--- src/rtl/fdiv_pkg.sv ---
// Shared constants and the side-band record that travels alongside the mantissa divider.
package fdiv_pkg;

    localparam int MANT_W    = 24;
    localparam int QUO_W     = 26;
    localparam int FDIV_LAT  = 10;
    localparam int FDIV_TAGW = 4;

    typedef struct packed {
        logic                 v;
        logic [1:0]           id;
        logic [FDIV_TAGW-1:0] tag;
    } fdiv_shadow_t;

endpackage

--- src/rtl/fdiv_mantissa.sv ---
// Fixed-latency, no-stall restoring divider for 1.23 mantissas.
// Quotient is 26 bits with bit 25 as the integer bit; FDIV_LAT register stages.
module fdiv_mantissa
    import fdiv_pkg::*;
(
    input  logic              clk,
    input  logic              rst_n,
    input  logic              input_valid,
    input  logic [MANT_W-1:0] dividend,
    input  logic [MANT_W-1:0] divisor,
    output logic              out_valid,
    output logic [QUO_W-1:0]  quotient
);

    localparam int BPS = (QUO_W + FDIV_LAT - 1) / FDIV_LAT;

    typedef struct packed {
        logic              v;
        logic [MANT_W:0]   rem;
        logic [MANT_W-1:0] dvs;
        logic [QUO_W-1:0]  quo;
    } stage_t;

    stage_t st [FDIV_LAT];
    stage_t st_in;

    // Resolves up to BPS quotient bits, MSB first; stages past the last bit pass through.
    function automatic stage_t div_step(input stage_t s, input int first_bit);
        stage_t r;
        r = s;
        for (int j = 0; j < BPS; j++) begin
            if (first_bit + j < QUO_W) begin
                if (r.rem >= {1'b0, r.dvs}) begin
                    r.quo = {r.quo[QUO_W-2:0], 1'b1};
                    r.rem = r.rem - {1'b0, r.dvs};
                end else begin
                    r.quo = {r.quo[QUO_W-2:0], 1'b0};
                end
                r.rem = {r.rem[MANT_W-1:0], 1'b0};
            end
        end
        return r;
    endfunction

    always_comb begin
        st_in     = '0;
        st_in.v   = input_valid;
        st_in.rem = {1'b0, dividend};
        st_in.dvs = divisor;
    end

    always_ff @(posedge clk or negedge rst_n) begin
        if (!rst_n) begin
            for (int k = 0; k < FDIV_LAT; k++) st[k] <= '0;
        end else begin
            st[0] <= div_step(st_in, 0);
            for (int k = 1; k < FDIV_LAT; k++) st[k] <= div_step(st[k-1], k * BPS);
        end
    end

    assign out_valid = st[FDIV_LAT-1].v;
    assign quotient  = st[FDIV_LAT-1].quo;

endmodule

--- src/rtl/fdiv_resp_fifo.sv ---
// Per-requester response FIFO: push/pop/clear with occupancy count; head reads 0 when empty.
module fdiv_resp_fifo #(
    parameter int DEPTH = 4,
    parameter int W     = 30,
    parameter int CW    = $clog2(DEPTH + 1)
) (
    input  logic          clk,
    input  logic          rst_n,
    input  logic          clear,
    input  logic          push,
    input  logic [W-1:0]  push_data,
    input  logic          pop,
    output logic [W-1:0]  head,
    output logic [CW-1:0] count,
    output logic          empty
);

    localparam int PW = (DEPTH > 1) ? $clog2(DEPTH) : 1;

    logic [W-1:0]  mem [DEPTH];
    logic [PW-1:0] wr_ptr;
    logic [PW-1:0] rd_ptr;
    logic          pop_eff;

    assign empty   = (count == '0);
    assign pop_eff = pop && !empty;
    assign head    = empty ? '0 : mem[rd_ptr];

    always_ff @(posedge clk) begin
        if (push) mem[wr_ptr] <= push_data;
    end

    always_ff @(posedge clk or negedge rst_n) begin
        if (!rst_n) begin
            wr_ptr <= '0;
            rd_ptr <= '0;
            count  <= '0;
        end else if (clear) begin
            wr_ptr <= '0;
            rd_ptr <= '0;
            count  <= '0;
        end else begin
            if (push)    wr_ptr <= (wr_ptr == PW'(DEPTH - 1)) ? '0 : wr_ptr + 1'b1;
            if (pop_eff) rd_ptr <= (rd_ptr == PW'(DEPTH - 1)) ? '0 : rd_ptr + 1'b1;
            if (push && !pop_eff)      count <= count + 1'b1;
            else if (pop_eff && !push) count <= count - 1'b1;
        end
    end

    // Credit accounting upstream guarantees a slot for every returning result.
    a_no_push_full: assert property (@(posedge clk) disable iff (!rst_n)
        push |-> (int'(count) < DEPTH));

endmodule

--- src/rtl/fdiv_mant_arbiter.sv ---
// Round-robin, credit-controlled sharing of one fdiv_mantissa among NREQ requesters.
// Optional FDIV_ARB_FLUSH_EN adds a flush port that kills all in-flight and queued results.
module fdiv_mant_arbiter
    import fdiv_pkg::*;
#(
    parameter int NREQ  = 2,
    parameter int TAGW  = FDIV_TAGW,
    parameter int DEPTH = 4,
    parameter int LAT   = FDIV_LAT
) (
    input  logic                   clk,
    input  logic                   rst_n,
`ifdef FDIV_ARB_FLUSH_EN
    input  logic                   flush,
`endif
    input  logic [NREQ-1:0]        req_valid,
    output logic [NREQ-1:0]        req_ready,
    input  logic [NREQ*MANT_W-1:0] req_dividend,
    input  logic [NREQ*MANT_W-1:0] req_divisor,
    input  logic [NREQ*TAGW-1:0]   req_tag,
    output logic [NREQ-1:0]        resp_valid,
    input  logic [NREQ-1:0]        resp_ready,
    output logic [NREQ*QUO_W-1:0]  resp_quotient,
    output logic [NREQ*TAGW-1:0]   resp_tag
);

    localparam int CW = $clog2(DEPTH + 1);
    localparam int EW = QUO_W + TAGW;

    logic              flush_act;
    logic [1:0]        rr_ptr;
    logic [NREQ-1:0]   eligible;
    logic              grant_any;
    logic [1:0]        grant_idx;
    logic [CW-1:0]     fifo_cnt [NREQ];
    logic [CW-1:0]     inflight [NREQ];
    logic [NREQ-1:0]   fifo_empty;
    logic [NREQ-1:0]   fifo_push;
    logic [NREQ-1:0]   fifo_pop;
    logic [MANT_W-1:0] sel_dividend;
    logic [MANT_W-1:0] sel_divisor;
    logic [TAGW-1:0]   sel_tag;
    fdiv_shadow_t      shadow [LAT];
    fdiv_shadow_t      shadow_in;
    fdiv_shadow_t      tail;
    logic              div_out_valid;
    logic [QUO_W-1:0]  div_quotient;

`ifdef FDIV_ARB_FLUSH_EN
    assign flush_act = flush;
`else
    assign flush_act = 1'b0;
`endif

    always_comb begin
        eligible = '0;
        for (int i = 0; i < NREQ; i++) begin
            eligible[i] = req_valid[i] && !flush_act
                          && (int'(fifo_cnt[i]) + int'(inflight[i]) < DEPTH);
        end
    end

    // Two passes: indices at/after rr_ptr first, then the wrapped-around ones.
    always_comb begin
        grant_any = 1'b0;
        grant_idx = '0;
        req_ready = '0;
        for (int p = 0; p < 2; p++) begin
            for (int i = 0; i < NREQ; i++) begin
                if (!grant_any && eligible[i] && ((p == 0) == (i >= int'(rr_ptr)))) begin
                    grant_any    = 1'b1;
                    grant_idx    = 2'(i);
                    req_ready[i] = 1'b1;
                end
            end
        end
    end

    assign sel_dividend = req_dividend[MANT_W*int'(grant_idx) +: MANT_W];
    assign sel_divisor  = req_divisor[MANT_W*int'(grant_idx) +: MANT_W];
    assign sel_tag      = req_tag[TAGW*int'(grant_idx) +: TAGW];

    always_comb begin
        shadow_in     = '0;
        shadow_in.v   = grant_any;
        shadow_in.id  = grant_idx;
        shadow_in.tag = sel_tag;
    end

    always_ff @(posedge clk or negedge rst_n) begin
        if (!rst_n) begin
            rr_ptr <= '0;
        end else if (grant_any) begin
            rr_ptr <= (int'(grant_idx) == NREQ - 1) ? 2'd0 : grant_idx + 2'd1;
        end
    end

    always_ff @(posedge clk or negedge rst_n) begin
        if (!rst_n) begin
            for (int k = 0; k < LAT; k++) shadow[k] <= '0;
        end else if (flush_act) begin
            for (int k = 0; k < LAT; k++) shadow[k] <= '0;
        end else begin
            shadow[0] <= shadow_in;
            for (int k = 1; k < LAT; k++) shadow[k] <= shadow[k-1];
        end
    end

    assign tail = shadow[LAT-1];

    always_ff @(posedge clk or negedge rst_n) begin
        if (!rst_n) begin
            for (int i = 0; i < NREQ; i++) inflight[i] <= '0;
        end else if (flush_act) begin
            for (int i = 0; i < NREQ; i++) inflight[i] <= '0;
        end else begin
            for (int i = 0; i < NREQ; i++) begin
                case ({req_ready[i], fifo_push[i]})
                    2'b10:   inflight[i] <= inflight[i] + 1'b1;
                    2'b01:   inflight[i] <= inflight[i] - 1'b1;
                    default: inflight[i] <= inflight[i];
                endcase
            end
        end
    end

    fdiv_mantissa u_div (
        .clk         (clk),
        .rst_n       (rst_n),
        .input_valid (grant_any),
        .dividend    (sel_dividend),
        .divisor     (sel_divisor),
        .out_valid   (div_out_valid),
        .quotient    (div_quotient)
    );

    for (genvar gi = 0; gi < NREQ; gi++) begin : g_resp
        logic [EW-1:0] head;

        assign fifo_push[gi] = tail.v && (tail.id == 2'(gi)) && !flush_act;
        assign fifo_pop[gi]  = resp_valid[gi] && resp_ready[gi];
        assign resp_valid[gi] = !fifo_empty[gi];
        assign resp_quotient[QUO_W*gi +: QUO_W] = head[EW-1 -: QUO_W];
        assign resp_tag[TAGW*gi +: TAGW]        = head[TAGW-1:0];

        fdiv_resp_fifo #(.DEPTH(DEPTH), .W(EW), .CW(CW)) u_fifo (
            .clk       (clk),
            .rst_n     (rst_n),
            .clear     (flush_act),
            .push      (fifo_push[gi]),
            .push_data ({div_quotient, tail.tag}),
            .pop       (fifo_pop[gi]),
            .head      (head),
            .count     (fifo_cnt[gi]),
            .empty     (fifo_empty[gi])
        );
    end

`ifdef FDIV_ARB_FLUSH_EN
    // Killed operations still emerge from the divider; only the reverse direction must hold.
    a_tail_matches_div: assert property (@(posedge clk) disable iff (!rst_n)
        tail.v |-> div_out_valid);
`else
    a_tail_matches_div: assert property (@(posedge clk) disable iff (!rst_n)
        tail.v == div_out_valid);
`endif

endmodule
--- config.mk ---
export PLATFORM = sky130hd
export DESIGN_NAME = fdiv_mant_arbiter
export DESIGN_NICKNAME = d
export VERILOG_FILES = /design/src/rtl/fdiv_pkg.sv /design/src/rtl/fdiv_mantissa.sv /design/src/rtl/fdiv_resp_fifo.sv /design/src/rtl/fdiv_mant_arbiter.sv
export SDC_FILE = /design/constraint.sdc
export NUM_CORES = 2
export LEC_CHECK = 0
export ABC_CLOCK_PERIOD_IN_PS = 24200
export BUFFER_PORTS_ARGS = -buffer_cell sky130_fd_sc_hd__buf_2
export CAP_MARGIN = 20
export CORE_MARGIN = 2
export CORE_UTILIZATION = 55
export CTS_BUF_LIST = sky130_fd_sc_hd__clkbuf_4
export CTS_CLUSTER_SIZE = 40
export DETAILED_ROUTE_END_ITERATION = 10
export HOLD_SLACK_MARGIN = 0.08
export PLACE_DENSITY = 0.81
export SYNTH_ARGS = -nofsm -noshare
export SYNTH_HDL_FRONTEND = slang
export SYNTH_HIERARCHICAL = 1
export SYNTH_SLANG_ARGS = --single-unit
export TNS_END_PERCENT = 1
--- constraint.sdc ---
create_clock -name clk -period 24.2 [get_ports clk]
set_input_delay 4.84 -clock clk [delete_from_list [all_inputs] [get_ports clk]]
set_output_delay 4.84 -clock clk [all_outputs]
set_load 0.1 [all_outputs]
=== Yosys cells after proc, flatten, opt, wreduce, memory -nomap -nowiden ===
Memory sizes are Yosys's and may differ from the RTL's.
Index checks and enable logic that the tools add are counted.

* Register bits after elaboration: 636
* Bits in latches: 0
* RAM bits: 240
* Bits in read-only memories: 0
* Input port bits: 110
* Word-level logic and storage cells: 266
* Memories kept: 2

{| class="wikitable"
|+ Memories
! name !! words !! width !! rd ports !! clocked after Yosys merged registers in !! write ports !! RTL line !! RTL
|-
| g_resp[0].u_fifo.mem || 4 || 30 || 1 || 0 || 1 || fdiv_resp_fifo.sv:20 || <nowiki>logic [W-1:0] mem [DEPTH];</nowiki>
|-
| g_resp[1].u_fifo.mem || 4 || 30 || 1 || 0 || 1 || fdiv_resp_fifo.sv:20 ||
|}

* Add/subtract/negate cells: 40
* Multipliers: 1
* Divide/modulo/power cells: 0
* $lt $le $gt $ge: 30
* Equal/unequal tests: 10
* Shift-type cells: 3
* Mux-type cells: 78
* Bitwise gates (word level): 2
* Reduce and logical (&&, ||, !) cells: 35

{| class="wikitable"
|+ Operator list
! kind !! count
|-
| greater-or-equal comparator 25 x 24 -> 1 bit || 25
|-
| 2-to-1 mux 24 bit || 25
|-
| subtractor 24 bit || 25
|-
| 2-to-1 mux 30 bit || 2
|-
| variable part select 48 x 32 -> 24 bit || 1
|-
| variable part select 48 x 8 -> 24 bit || 1
|-
| 2-to-1 mux 1 bit || 40
|-
| greater-or-equal comparator 24 bit || 1
|-
| logical AND 1 bit || 19
|-
| equality test 2 bit, second input constant || 7
|-
| adder 3 x 1 -> 3 bit, second input constant || 4
|-
| 2-to-1 mux 3 bit || 4
|-
| one-hot mux 3 bit (2 select lines) || 2
|-
| subtractor 3 x 1 -> 3 bit, second input constant || 4
|-
| adder 2 x 1 -> 2 bit, second input constant || 5
|-
| 2-to-1 mux 2 bit || 5
|-
| logical NOT 1 bit || 9
|-
| adder 3 x 3 -> 4 bit || 2
|-
| < comparator 4 x 3 -> 1 bit, second input constant || 2
|-
| nonzero test 2 bit || 4
|-
| variable part select 8 x 5 -> 4 bit || 1
|-
| equality test 2 x 1 -> 1 bit, second input constant || 3
|-
| logical NOT 3 bit || 2
|-
| greater-or-equal comparator 1 x 2 -> 1 bit, first input constant || 2
|-
| 3 further kinds || 4
|}

=== Logic depth before layout (Yosys ltp) ===
* Depth in word-level cells: 25
* Gate-level depth with buffers: 45
* Depth with buffers taken out: 40

=== Modules after synthesis ===
The synthesis kept the hierarchy.

{| class="wikitable"
|+ By module, submodules not included
! module !! times used !! cells an instance !! area each (um^2) !! sequential area each (um^2)
|-
| fdiv_mantissa || 1 || 5590 || 50280.7 || 13863.3
|-
| fdiv_resp_fifo || 2 || 243 || 5077.4 || 3778.6
|-
| fdiv_mant_arbiter || 1 || 369 || 3672.3 || 1676.6
|}

=== Worst setup path before layout ===
No wires, ideal clock.

* Kind: input-to-reg
* From: input req_valid[1]
* To: register u_div/st[752] (netlist bit)
* Setup time: 0.125 ns
* Arrival time: 13.518 ns
* Data required time: 24.075 ns
* Slack: 10.557 ns
* Cell stages on the path: 41
* Buffers on the path: 6
* Cells stage by stage: nor4b_4 > buf_2 > nand3_1 > o211ai_1 > ha_1 > inv_1 > fa_1 > nand3_1 > a21oi_1 > o31ai_1 > nand3_1 > o221ai_1 > a31o_2 > clkbuf_1 > inv_1 > buf_1 > mux2_2 > ha_1 > [5 not listed] > and3_1 > o31ai_1 > and3_1 > inv_2 > buf_2 > mux2_2 > ha_1 > a21o_1 > a21o_1 > a221o_1 > a21oi_1 > a2bb2oi_1 > a31oi_1 > o41ai_1 > o31a_1 > buf_2 > buf_2 > mux2_2

* Cells in the longest elaborated chain, start to end: 20

{| class="wikitable"
|+ Ends and longest elaborated chain
! what !! RTL line !! RTL
|-
| from (decl) || fdiv_mant_arbiter.sv:16 || <nowiki>input logic [NREQ-1:0] req_valid,</nowiki>
|-
| logical AND 1 bit (*) || fdiv_mant_arbiter.sv:59 || <nowiki>&& (int'(fifo_cnt[i]) + int'(inflight[i]) < DEPTH);</nowiki>
|-
| logical AND 1 bit (2 in series) || fdiv_mant_arbiter.sv:70 || <nowiki>if (!grant_any && eligible[i] && ((p == 0) == (i >= int'(rr_ptr)))) begin</nowiki>
|-
| 2-to-1 mux 1 bit || fdiv_mant_arbiter.sv:70 ||
|-
| logical NOT 1 bit || fdiv_mant_arbiter.sv:70 ||
|-
| logical AND 1 bit (2 in series) || fdiv_mant_arbiter.sv:70 ||
|-
| 2-to-1 mux 1 bit || fdiv_mant_arbiter.sv:70 ||
|-
| logical NOT 1 bit || fdiv_mant_arbiter.sv:70 ||
|-
| logical AND 1 bit (2 in series) || fdiv_mant_arbiter.sv:70 ||
|-
| [2 not listed] || -- ||
|-
| variable part select 48 x 8 -> 24 bit (*) || fdiv_mant_arbiter.sv:80 || <nowiki>assign sel_divisor = req_divisor[MANT_W*int'(grant_idx) +: MANT_W];</nowiki>
|-
| via sel_divisor[0] || fdiv_mant_arbiter.sv:41 || <nowiki>logic [MANT_W-1:0] sel_divisor;</nowiki>
|-
| subtractor 24 bit / greater-or-equal comparator 24 bit (equally long branches) || fdiv_mantissa.sv:35, fdiv_mantissa.sv:33 ||
|-
| 2-to-1 mux 24 bit || fdiv_mantissa.sv:33 || <nowiki>if (r.rem >= {1'b0, r.dvs}) begin</nowiki>
|-
| subtractor 24 bit / greater-or-equal comparator 25 x 24 -> 1 bit (equally long branches) || fdiv_mantissa.sv:35, fdiv_mantissa.sv:33 ||
|-
| 2-to-1 mux 24 bit || fdiv_mantissa.sv:33 ||
|-
| subtractor 24 bit / greater-or-equal comparator 25 x 24 -> 1 bit (equally long branches) || fdiv_mantissa.sv:35, fdiv_mantissa.sv:33 ||
|-
| 2-to-1 mux 24 bit (*) || fdiv_mantissa.sv:33 ||
|-
| to (decl) || fdiv_mantissa.sv:24 || <nowiki>stage_t st [FDIV_LAT];</nowiki>
|}

Mark *: on every way through the listed nets, which the timed path passes. The rest lies on a longest branch.
A chain may end at the register's enable or synchronous reset.

=== Final worst setup path ===
* From: input req_valid[0]
* To: register u_div/st[738] (netlist bit)

* Cells in the longest elaborated chain, start to end: 23

{| class="wikitable"
|+ Ends and longest elaborated chain
! what !! RTL line !! RTL
|-
| logical AND 1 bit (*) || fdiv_mant_arbiter.sv:59 ||
|-
| logical AND 1 bit || fdiv_mant_arbiter.sv:70 ||
|-
| 2-to-1 mux 1 bit || fdiv_mant_arbiter.sv:70 ||
|-
| logical NOT 1 bit || fdiv_mant_arbiter.sv:70 ||
|-
| logical AND 1 bit (2 in series) || fdiv_mant_arbiter.sv:70 ||
|-
| 2-to-1 mux 1 bit || fdiv_mant_arbiter.sv:70 ||
|-
| logical NOT 1 bit || fdiv_mant_arbiter.sv:70 ||
|-
| logical AND 1 bit (2 in series) || fdiv_mant_arbiter.sv:70 ||
|-
| [6 not listed] || -- ||
|-
| variable part select 48 x 32 -> 24 bit (*) || fdiv_mant_arbiter.sv:79 || <nowiki>assign sel_dividend = req_dividend[MANT_W*int'(grant_idx) +: MANT_W];</nowiki>
|-
| via sel_dividend[0] || fdiv_mant_arbiter.sv:40 || <nowiki>logic [MANT_W-1:0] sel_dividend;</nowiki>
|-
| subtractor 24 bit / greater-or-equal comparator 24 bit (equally long branches) || fdiv_mantissa.sv:35, fdiv_mantissa.sv:33 ||
|-
| 2-to-1 mux 24 bit (*) || fdiv_mantissa.sv:33 ||
|-
| subtractor 24 bit / greater-or-equal comparator 25 x 24 -> 1 bit (equally long branches) || fdiv_mantissa.sv:35, fdiv_mantissa.sv:33 ||
|-
| 2-to-1 mux 24 bit (*) || fdiv_mantissa.sv:33 ||
|-
| subtractor 24 bit / greater-or-equal comparator 25 x 24 -> 1 bit (equally long branches) || fdiv_mantissa.sv:35, fdiv_mantissa.sv:33 ||
|-
| 2-to-1 mux 24 bit (*) || fdiv_mantissa.sv:33 ||
|}

Marked as above.

==> run_results.csv <==
group,metric,value,unit
routing,vias,52500,
worst_setup_path,cpPeakStageDelay,1.08,ns
worst_setup_path,r2r_setup_slack,11.42,ns
worst_setup_path,cp.required,25.13,ns
final_layout,layout.nets,7451,
placed_design,gp_congestion,0.967,
timing,fin_tns_setup,0,ns
global_routing,first_global_vias,50900,
floorplan,die-area,119000,um2
global_routing,met3_usage,5.82,%
global_routing,antenna_found_initial,9,
floorplan,pin_count,174,
yosys,syn-mean-instance-area,9.92,um2
global_routing,grt_max_degree,105,
floorplan,start_util,55.2,%
timing,max_freq,64.0,MHz
global_routing,grt.total_usage,30.5,%
clock_network,cts.clk_slew.worst_paths,0.07,ns
worst_setup_path,reg2reg_to,"u_div/st[738]",
placed_design,place_area,65900,um2
hold_path,hold_depth,0,
hold_path,hold_class,"reg -> reg",
clock_network,cts_buffers,219,
global_routing,overflow,0,
outcome,outcome,"completed",
timing,fin_crit_sh,64.6,%
placed_design,io_buffer_count,173,
final_layout,multiInputGateArea,38500,um2
clock_network,cts-root-buf,"clkbuf_4",
worst_setup_path,cp.arrival,16.55,ns
timing,slew-limit-headroom,23.1,%
final_layout,area_growth,7.95,%
routing,drt_wl_total,184,mm
clock_network,cts_tree,"done",
yosys,synthCells,6435,
worst_setup_path,worstPathMaxFanout,55,
final_layout,drive_above_1_share,16.5,%
global_routing,grt_first_pass_wirelength,284,mm
timing,max_slew.worst_pin.slew,1.15,ns
final_layout,utilization,59.6,%
job,drv_cap,0,
clock_network,cts-hold-fix-buffers,0,
global_routing,met2_usage,48.0,%
clock_network,ctsHtreeMaxLevel,4,
routing,drt_pass1_iterations,6,
timing,fin_crit,15.63,ns
clock_network,cts_setup_buffers,0,
worst_setup_path,start_kind,"input port",
timing,hold_violations,0,
routing,via_per_inst,6.24,
placed_design,dp_hpwl,141,mm
worst_setup_path,critPathKind,"in -> reg",
hold_path,min_to,"u_div/st[611]",
floorplan,die_w,345,um
clock_network,cts_buffer_depth,3,
clock_network,cts_resized,0,
timing,slew_violations,0,
worst_setup_path,worst_path_max_delay_cell,"and3b_2",
floorplan,core_area,116000,um2
routing,post-route-drc-count,0,
floorplan,die_h,345,um
final_layout,fillCellCount,9599,
routing,ant_nets,0,
routing,drt_iter0_drc,4997,
timing,rsz0062_at_grt,"no",
worst_setup_path,r2r_cells,39,
worst_setup_path,timing.rr.start,"g_resp[0].u_fifo/count[2]",
yosys,yosys_warnings,6,
yosys,netlist_area,63900,um2
worst_setup_path,endpoint_kind,"flop",
clock_network,cts.sinks,865,
timing,skew,0.119,ns
floorplan,fp-row-count,125,
hold_path,hp-start,"u_div/st[684]",
final_layout,regArea,22800,um2
routing,wl_per_cell,21.8,um
global_routing,grt.busiest_layer,"met2",
clock_network,clkLatencyLatePin,1.16,ns
final_layout,design_area,68900,um2
timing,setup_viol,0,
global_routing,grt_use_met1,41.0,%
[worst max-delay path, delay by kind of cell]
kind            cells  cell delay (ns)
compound gates     16             4.60
fa+ha+maj           4             1.25
buf+inv             7             1.95
mux                 3             1.19
simple gates        9             2.64
[cells in the final DEF (no fill, tap or decap), drive strengths merged, types with 60 or more instances in the layout]
cell type / instances
a211oi: 62
a21o: 182
a21oi: 510
and2: 110
buf: 218
clkbuf: 313
clkinv: 78
dfrtp: 625
edfxtp: 240
ha: 624
inv: 400
mux2: 398
mux4: 60
nand2: 324
nand2b: 62
nand3: 183
nand4: 74
nor2: 400
nor2b: 64
nor3: 119
o211ai: 108
o21a: 100
o21ai: 382
o21bai: 68
xnor2: 338
xor2: 138
[how the worst max path moves through the flow]
stage,start,endpoint,slack (ns)
final,req_valid[0],u_div/st[738],8.57
after global placement,req_valid[0],u_div/st[749],7.92
after global routing,req_valid[0],u_div/st[756],8.06
after floorplan,req_valid[1],u_div/st[752],10.56
after detailed placement,req_valid[0],u_div/st[748],7.80
after CTS,req_valid[0],u_div/st[738],8.94
[flip-flops by register name, indices dropped and copies added, names as in the netlist]
name,flops
shadow,60
g_resp.u_fifo/rd_ptr,4
u_div/quotient,26
inflight,6
u_div/st,518
rr_ptr,1
g_resp.u_fifo/wr_ptr,4
g_resp.u_fifo/count,6
g_resp.u_fifo/mem,240
[metal layers]
metal | wire length [um] | part of all wire, %
met2 | 83100 | 45
met3 | 13900 | 7.6
met5 | 14 | 0.0076
met4 | 8160 | 4.4
met1 | 78400 | 43
[metrics by stage]
step                      setup slack (ns)  hold slack [ns]  std cells
after floorplan                      10.56            0.331       6448
after global placement                7.92            0.331       8004
after detailed placement              7.80            0.335       8005
after CTS                             8.94            0.252       8408
after global routing                  8.06            0.287       8413
final                                 8.57            0.277       8420
[final cells by class]
cell class	count	share of cell area (%)
flip-flops and latches	865	33.1
diodes	11	0.0399
clock inverters	90	0.849
well taps	1524	2.77
inverters	391	2.13
repair buffers	218	1.81
multi-input cells	5008	55.9
clock buffers	313	3.41
Power is not shown: default switching activity piles up to over one toggle a cycle in this logic, so the estimate is an artifact.
